**src/rtl/disp_pkg.sv**
```systemverilog
// Shared constants, FSM state type and digit-code helper for the scan_digits display front end.
package disp_pkg;

   localparam logic [4:0] BLANK_CODE = 5'd16;
   localparam int         DISP_MAX   = 9999;
   localparam int         NDIG       = 4;

   typedef enum logic [1:0] {
      IDLE   = 2'd0,
      SHIFT  = 2'd1,
      COMMIT = 2'd2
   } state_t;

   // A non-units digit is blanked when it and every more significant digit are zero.
   function automatic logic [4:0] digit_code(input logic [15:0] digs,
                                             input logic [1:0]  pos,
                                             input logic        blank_lz);
      logic upper_nz;
      upper_nz = 1'b0;
      for (int j = 0; j < NDIG; j++) begin
         if ((j >= int'(pos)) && (digs[4*j +: 4] != 4'd0)) upper_nz = 1'b1;
      end
      if (blank_lz && (pos != 2'd0) && !upper_nz) return BLANK_CODE;
      return {1'b0, digs[4*pos +: 4]};
   endfunction

endpackage

```
**src/rtl/scan_digits_if.sv**
```systemverilog
// Display-side bundle: load/value request, busy status, decoder code and anode enables.
interface scan_digits_if
   import disp_pkg::*;
#(
   parameter int VAL_W = 14
);
   // load is a request that is taken only while busy is low; a load seen while busy is high is dropped, never queued.
   logic [VAL_W-1:0] value;
   logic             load;
   logic             blank_lz;
   logic             busy;
   logic [4:0]       num;
   logic [3:0]       an;
   state_t           dbg_state;

   modport master (
      output value, load, blank_lz,
      input  busy, num, an, dbg_state
   );

   modport slave (
      input  value, load, blank_lz,
      output busy, num, an, dbg_state
   );

endinterface

```
**src/rtl/bin2bcd_seq.sv**
```systemverilog
// Sequential double-dabble converter: one add-3/shift iteration per cycle, then a one-cycle COMMIT.
module bin2bcd_seq
   import disp_pkg::*;
#(
   parameter int VAL_W = 14
) (
   input  logic             clk_i,
   input  logic             rst_ni,
   input  logic             start_i,
   input  logic [VAL_W-1:0] value_i,
   output logic             busy_o,
   output logic             done_o,
   output logic [15:0]      bcd_o,
   output state_t           state_o
);

   localparam int CNT_W = $clog2(VAL_W + 1);

   state_t           state_q, state_d;
   logic [VAL_W-1:0] bin_q, bin_d;
   logic [15:0]      bcd_q, bcd_d;
   logic [CNT_W-1:0] cnt_q, cnt_d;
   logic [15:0]      bcd_adj;
   logic [VAL_W-1:0] sat_val;

   always_comb begin
      sat_val = value_i;
      if (32'(value_i) > 32'(DISP_MAX)) sat_val = VAL_W'(DISP_MAX);
   end

   always_comb begin
      bcd_adj = bcd_q;
      for (int n = 0; n < NDIG; n++) begin
         if (bcd_q[4*n +: 4] >= 4'd5) bcd_adj[4*n +: 4] = bcd_q[4*n +: 4] + 4'd3;
      end
   end

   always_comb begin
      state_d = state_q;
      bin_d   = bin_q;
      bcd_d   = bcd_q;
      cnt_d   = cnt_q;
      case (state_q)
         IDLE: begin
            if (start_i) begin
               bin_d   = sat_val;
               bcd_d   = '0;
               cnt_d   = '0;
               state_d = SHIFT;
            end
         end
         SHIFT: begin
            bcd_d = {bcd_adj[14:0], bin_q[VAL_W-1]};
            bin_d = bin_q << 1;
            cnt_d = cnt_q + 1'b1;
            if (cnt_q == CNT_W'(VAL_W - 1)) state_d = COMMIT;
         end
         COMMIT:  state_d = IDLE;
         default: state_d = IDLE;
      endcase
   end

   always_ff @(posedge clk_i or negedge rst_ni) begin
      if (!rst_ni) begin
         state_q <= IDLE;
         bin_q   <= '0;
         bcd_q   <= '0;
         cnt_q   <= '0;
      end else begin
         state_q <= state_d;
         bin_q   <= bin_d;
         bcd_q   <= bcd_d;
         cnt_q   <= cnt_d;
      end
   end

   assign busy_o  = (state_q != IDLE);
   assign done_o  = (state_q == COMMIT);
   assign bcd_o   = bcd_q;
   assign state_o = state_q;

endmodule

```
**src/rtl/scan_digits.sv**
```systemverilog
// Four-digit display front end: BCD conversion, digit registers and time-multiplexed decoder drive.
module scan_digits
   import disp_pkg::*;
#(
   parameter int SCAN_DIV = 50000,
   parameter int VAL_W    = 14
) (
   input  logic         CLK,
   input  logic         RST_N,
   scan_digits_if.slave disp_if
);

   localparam int DIV_W = (SCAN_DIV > 1) ? $clog2(SCAN_DIV) : 1;

   logic [DIV_W-1:0] div_q, div_d;
   logic [1:0]       idx_q, idx_d, idx_next;
   logic [15:0]      dig_q, dig_d;
   logic [3:0]       an_q, an_d;
   logic [4:0]       num_q, num_d;
   logic             wrap;
   logic             start;
   logic             done;
   logic             busy;
   logic [15:0]      bcd;
   state_t           state;

   assign start = disp_if.load && (state == IDLE);

   bin2bcd_seq #(
      .VAL_W (VAL_W)
   ) u_conv (
      .clk_i   (CLK),
      .rst_ni  (RST_N),
      .start_i (start),
      .value_i (disp_if.value),
      .busy_o  (busy),
      .done_o  (done),
      .bcd_o   (bcd),
      .state_o (state)
   );

   assign wrap     = (div_q == DIV_W'(SCAN_DIV - 1));
   assign idx_next = idx_q + 2'd1;

   // A commit and a wrap on the same edge both resolve against the freshly committed digits.
   always_comb begin
      div_d = wrap ? '0 : div_q + 1'b1;
      idx_d = wrap ? idx_next : idx_q;
      dig_d = done ? bcd : dig_q;
      an_d  = an_q;
      num_d = num_q;
      if (wrap) begin
         an_d  = ~(4'b0001 << idx_next);
         num_d = digit_code(dig_d, idx_next, disp_if.blank_lz);
      end else if (done) begin
         num_d = digit_code(dig_d, idx_q, disp_if.blank_lz);
      end
   end

   always_ff @(posedge CLK or negedge RST_N) begin
      if (!RST_N) begin
         div_q <= '0;
         idx_q <= '0;
         dig_q <= '0;
         an_q  <= 4'b1110;
         num_q <= 5'd0;
      end else begin
         div_q <= div_d;
         idx_q <= idx_d;
         dig_q <= dig_d;
         an_q  <= an_d;
         num_q <= num_d;
      end
   end

   assign disp_if.busy      = busy;
   assign disp_if.num       = num_q;
   assign disp_if.an        = an_q;
   assign disp_if.dbg_state = state;

endmodule
```
**src/flat_wrapper.sv**
```systemverilog
// flat-port wrapper written by rule: the top's interface ports become plain ports
module scan_digits_flat import disp_pkg::*;
#(
   parameter int SCAN_DIV = 50000,
   parameter int VAL_W    = 14
)
  (CLK, RST_N, disp_if_value, disp_if_load, disp_if_blank_lz, disp_if_busy, disp_if_num, disp_if_an, disp_if_dbg_state);
  scan_digits_if #(.VAL_W(VAL_W)) disp_if_i ();
  input  logic CLK;
  input  logic RST_N;
  input wire logic [$bits(disp_if_i.value)-1:0] disp_if_value;
  input wire logic [$bits(disp_if_i.load)-1:0] disp_if_load;
  input wire logic [$bits(disp_if_i.blank_lz)-1:0] disp_if_blank_lz;
  output wire logic [$bits(disp_if_i.busy)-1:0] disp_if_busy;
  output wire logic [$bits(disp_if_i.num)-1:0] disp_if_num;
  output wire logic [$bits(disp_if_i.an)-1:0] disp_if_an;
  output wire logic [$bits(disp_if_i.dbg_state)-1:0] disp_if_dbg_state;
  assign disp_if_i.value = disp_if_value;
  assign disp_if_i.load = disp_if_load;
  assign disp_if_i.blank_lz = disp_if_blank_lz;
  assign disp_if_busy = disp_if_i.busy;
  assign disp_if_num = disp_if_i.num;
  assign disp_if_an = disp_if_i.an;
  assign disp_if_dbg_state = disp_if_i.dbg_state;
  scan_digits #(.SCAN_DIV(SCAN_DIV), .VAL_W(VAL_W)) u_core (.CLK(CLK), .RST_N(RST_N), .disp_if(disp_if_i));
endmodule
```
**config.mk**
```make
export PLATFORM = sky130hd
export DESIGN_NAME = scan_digits_flat
export DESIGN_NICKNAME = d
export VERILOG_FILES = /design/src/rtl/disp_pkg.sv /design/src/rtl/scan_digits_if.sv /design/src/rtl/bin2bcd_seq.sv /design/src/rtl/scan_digits.sv /design/src/flat_wrapper.sv
export SDC_FILE = /design/constraint.sdc
export NUM_CORES = 1
export LEC_CHECK = 0
export ABC_AREA = 1
export BUFFER_PORTS_ARGS = -buffer_cell sky130_fd_sc_hd__buf_2
export CAP_MARGIN = 20
export CELL_PAD_IN_SITES_DETAIL_PLACEMENT = 0
export CELL_PAD_IN_SITES_GLOBAL_PLACEMENT = 1
export CORE_MARGIN = 2
export CORE_UTILIZATION = 41
export CTS_CLUSTER_SIZE = 12
export DETAILED_ROUTE_END_ITERATION = 10
export GPL_ROUTABILITY_DRIVEN = 0
export GPL_TIMING_DRIVEN = 0
export MAX_ROUTING_LAYER = met4
export PLACE_DENSITY = 0.83
export SYNTH_ARGS = -nofsm -noshare
export SYNTH_HDL_FRONTEND = slang
export SYNTH_SLANG_ARGS = --single-unit
```
**constraint.sdc**
```tcl
create_clock -name CLK -period 1.9 [get_ports CLK]
set_clock_uncertainty 0.05 [all_clocks]
set_input_delay 0.19 -clock CLK [delete_from_list [all_inputs] [get_ports CLK]]
set_output_delay 0.19 -clock CLK [all_outputs]
set_load 0.1 [all_outputs]
```
==> metrics <==
outcome completed; row count 38; Post-DP Area 4850 um2; Synthesized Nets about 610; num ports 30; Async S/R FF share, synth 100%; Req. time, crit path roughly 2.1 ns; Placed Instances 747; final cell count without fillers 773; H-tree Lvls 3; Final Critical Period 1.78 ns; fin nets roughly 660; synth cell count leaders nand2_1, dfrtp_1, nand3_1; Clk Latency, worst-skew pair about 0.36 ns; most common cell in the netlist nand2_1; DP HPWL 7.63 mm; Worst setup SP type register; cells after synthesis 577; layout cell share with drive strength beyond 1 approximately a fifth; Netlist cell types 40; Worst slew margin 67.9%; setup ws final 0.120 ns; final WL about 10 mm; first-pass GRT wire length roughly 18 mm; Yosys top cell area share between 40% and 50%; Final ANT Viol Nets 0; die area between 10000 and 15000 um2; n_diodes 0; switching power roughly 2.8 mW; initial antenna violation count 0; max_cap viols 0; Die H roughly 110 um; P_int 3.94 mW; endpoint class of the critical path register; CTS max path bufs 2; initial core utilization 41.8%; critical-path maximum fanout 10; Logic pwr share 41.7%; Final Max Tran Viols 0; vias in the first global route 3906; Clock Power Share roughly a fifth; Post-Place Worst Slack -0.281 ns; final instance area 5260 um2; drt drc 0; LEAKAGE 2.58 nW; gr usage total 20.3%; maximum clock frequency 0.562 GHz; number of synthesized flops with an enable pin 0; largest net degree at the start of global routing 56; DR vias 3923; PD cells 1290 nW/um2; wire per inst 13.6 um; sw frac 41.7%; synth warn 0; sequential share of power 37.8%; Via density approximately 5.1; biggest area consumer among synthesized cells dfrtp_1; final setup fails 0; final core utilization 48.9%; Cell Area, Synth 4490 um2; Root Buffer clkbuf_8; TritonRoute pass-1 iters 4; Hold Violations, Final 0; WS Path Type register to register; top cells by area, synth dfrtp_1, nand2_1, nand3_1; PortBufs 29; Iter 0 DRT Violations 199; Die X 109 um; Num CTS Buffers 9; CTS tree yes; area grow syn2layout 17.2%; Hold WC Path Type input port to register; Worst-Margin Slew 0.485 ns; Core Area 10700 um2; Max VDD drop 0.739 mV; Tcrit/Tclk final 93.7%; total gr overflow 0; clock-pin slew of the registers on the worst-case setup and hold paths 0.08 ns; Avg Inst Size Synth 7.78 um2; PnR Total Power 6.76 mW; Crit path arrival time 1.99 ns; Yosys reg bits 79; register area share after synthesis ~44%; Top FF cell, synth dfrtp_1; RSZ-0062 raised after global routing yes; clk sinks 79
[worst max-delay path, cell delays in order (launching register included)]
cell and delay (ns):
dfrtp_4 0.58, buf_8 0.19, nand3_1 0.10, nand2_2 0.09
nor2_1 0.09, nand2_1 0.10, nand2_1 0.10, nand3_2 0.12
nand2_1 0.10, nand2_1 0.05, nand2_1 0.06, nand2_1 0.05
[final timing paths]
| path | end | cells past startpoint | slack, ns | from |
|---|---|---|---|---|
| min in group asynchronous | u_core.div_q[15] | 2 | 0.23 | RST_N |
| max in group asynchronous | u_core.u_conv.state_o[1] | 3 | 0.98 | RST_N |
| min reg2reg | u_core.disp_if.num[1] | 2 | 0.43 | u_core.disp_if.num[1] |
| max reg2reg | u_core.disp_if.num[0] | 11 | 0.12 | u_core.u_conv.state_o[1] |
| max | u_core.disp_if.num[0] | 11 | 0.12 | u_core.u_conv.state_o[1] |
| min | u_core.u_conv.bin_q[5] | 3 | 0.03 | disp_if_value[5] |
[sequential cells by signal, indices dropped and copies added, names as in the netlist, 4 cells and up]
name,cells
u_core.u_conv.bin_q,14
u_core.div_q,16
u_core.u_conv.cnt_q,4
u_core.disp_if.an,4
u_core.u_conv.bcd_o,16
u_core.dig_q,16
u_core.disp_if.num,5
[cells by family after synthesis]
group / share of synthesized area [%]
adder cells (fa/ha/maj): 4.74
flip-flops: 44.1
AND/OR/NAND/NOR: 32.1
XOR/XNOR: 1.56
buffers and inverters: 7.61
AO/OA/AOI/OAI: 9.82
[metal layers]
layer  up-vias  track usage (%)  part of all wire, %
met5         -                -                    0
met1      1841             26.8                   49
li1       1979                -                    -
met4         0             7.78                  2.2
met3        17             3.41                  4.4
met2        86             31.4                   45
[per-stage QoR]
step                setup TNS (ns)  hold WS [ns]
global placement             -6.02         0.387
CTS                              0       0.00878
floorplan                        0        -0.156
detailed placement           -3.09        0.0783
finish                           0        0.0268
global route               -0.0275        0.0449
[timing repair]
action,in CTS,in global routing
endpoints found under the hold margin,24,0
buffers inserted,2,8
gates resized for setup,13,27
hold buffers,1,0
pin swaps,1,3
endpoints found under the setup margin,26,31
[cells in the final DEF (no fill, tap or decap), types with 4 or more instances in the layout]
master and count:
a21oi_1 22, a22oi_1 5, buf_2 33, buf_4 12
buf_6 5, clkbuf_8 9, dfrtp_1 73, ha_1 15
inv_1 53, inv_2 4, nand2_1 143, nand2_2 11
nand2_4 4, nand3_1 64, nand3_2 5, nand4_1 7
nor2_1 54, nor2_2 7, nor2_4 4, o21ai_0 32
o22ai_1 8, or2_2 7, xor2_1 8
[area by class of cell]
type                            instances  area [um2]
Fill cell                            1117        5490
Multi-Input combinational cell        420        2240
Sequential cell                        79        1990
Timing Repair Buffer                   41         267
Inverter                               60         239
Tap cell                              140         175
Buffer                                 17         138
Clock buffer                           11         131
Clock inverter                          5        81.3
[power by group through the flow]
stage	registers (mW)	logic (mW)	clock network [mW]
finish	2.55	2.82	1.39
global route	2.62	3.23	1.49
CTS	2.55	2.75	1.43
detailed placement	2.57	2.71	0
global placement	2.55	2.64	0
floorplan	2.73	1.90	0
No activity file was read; power rests on OpenSTA's default activity.
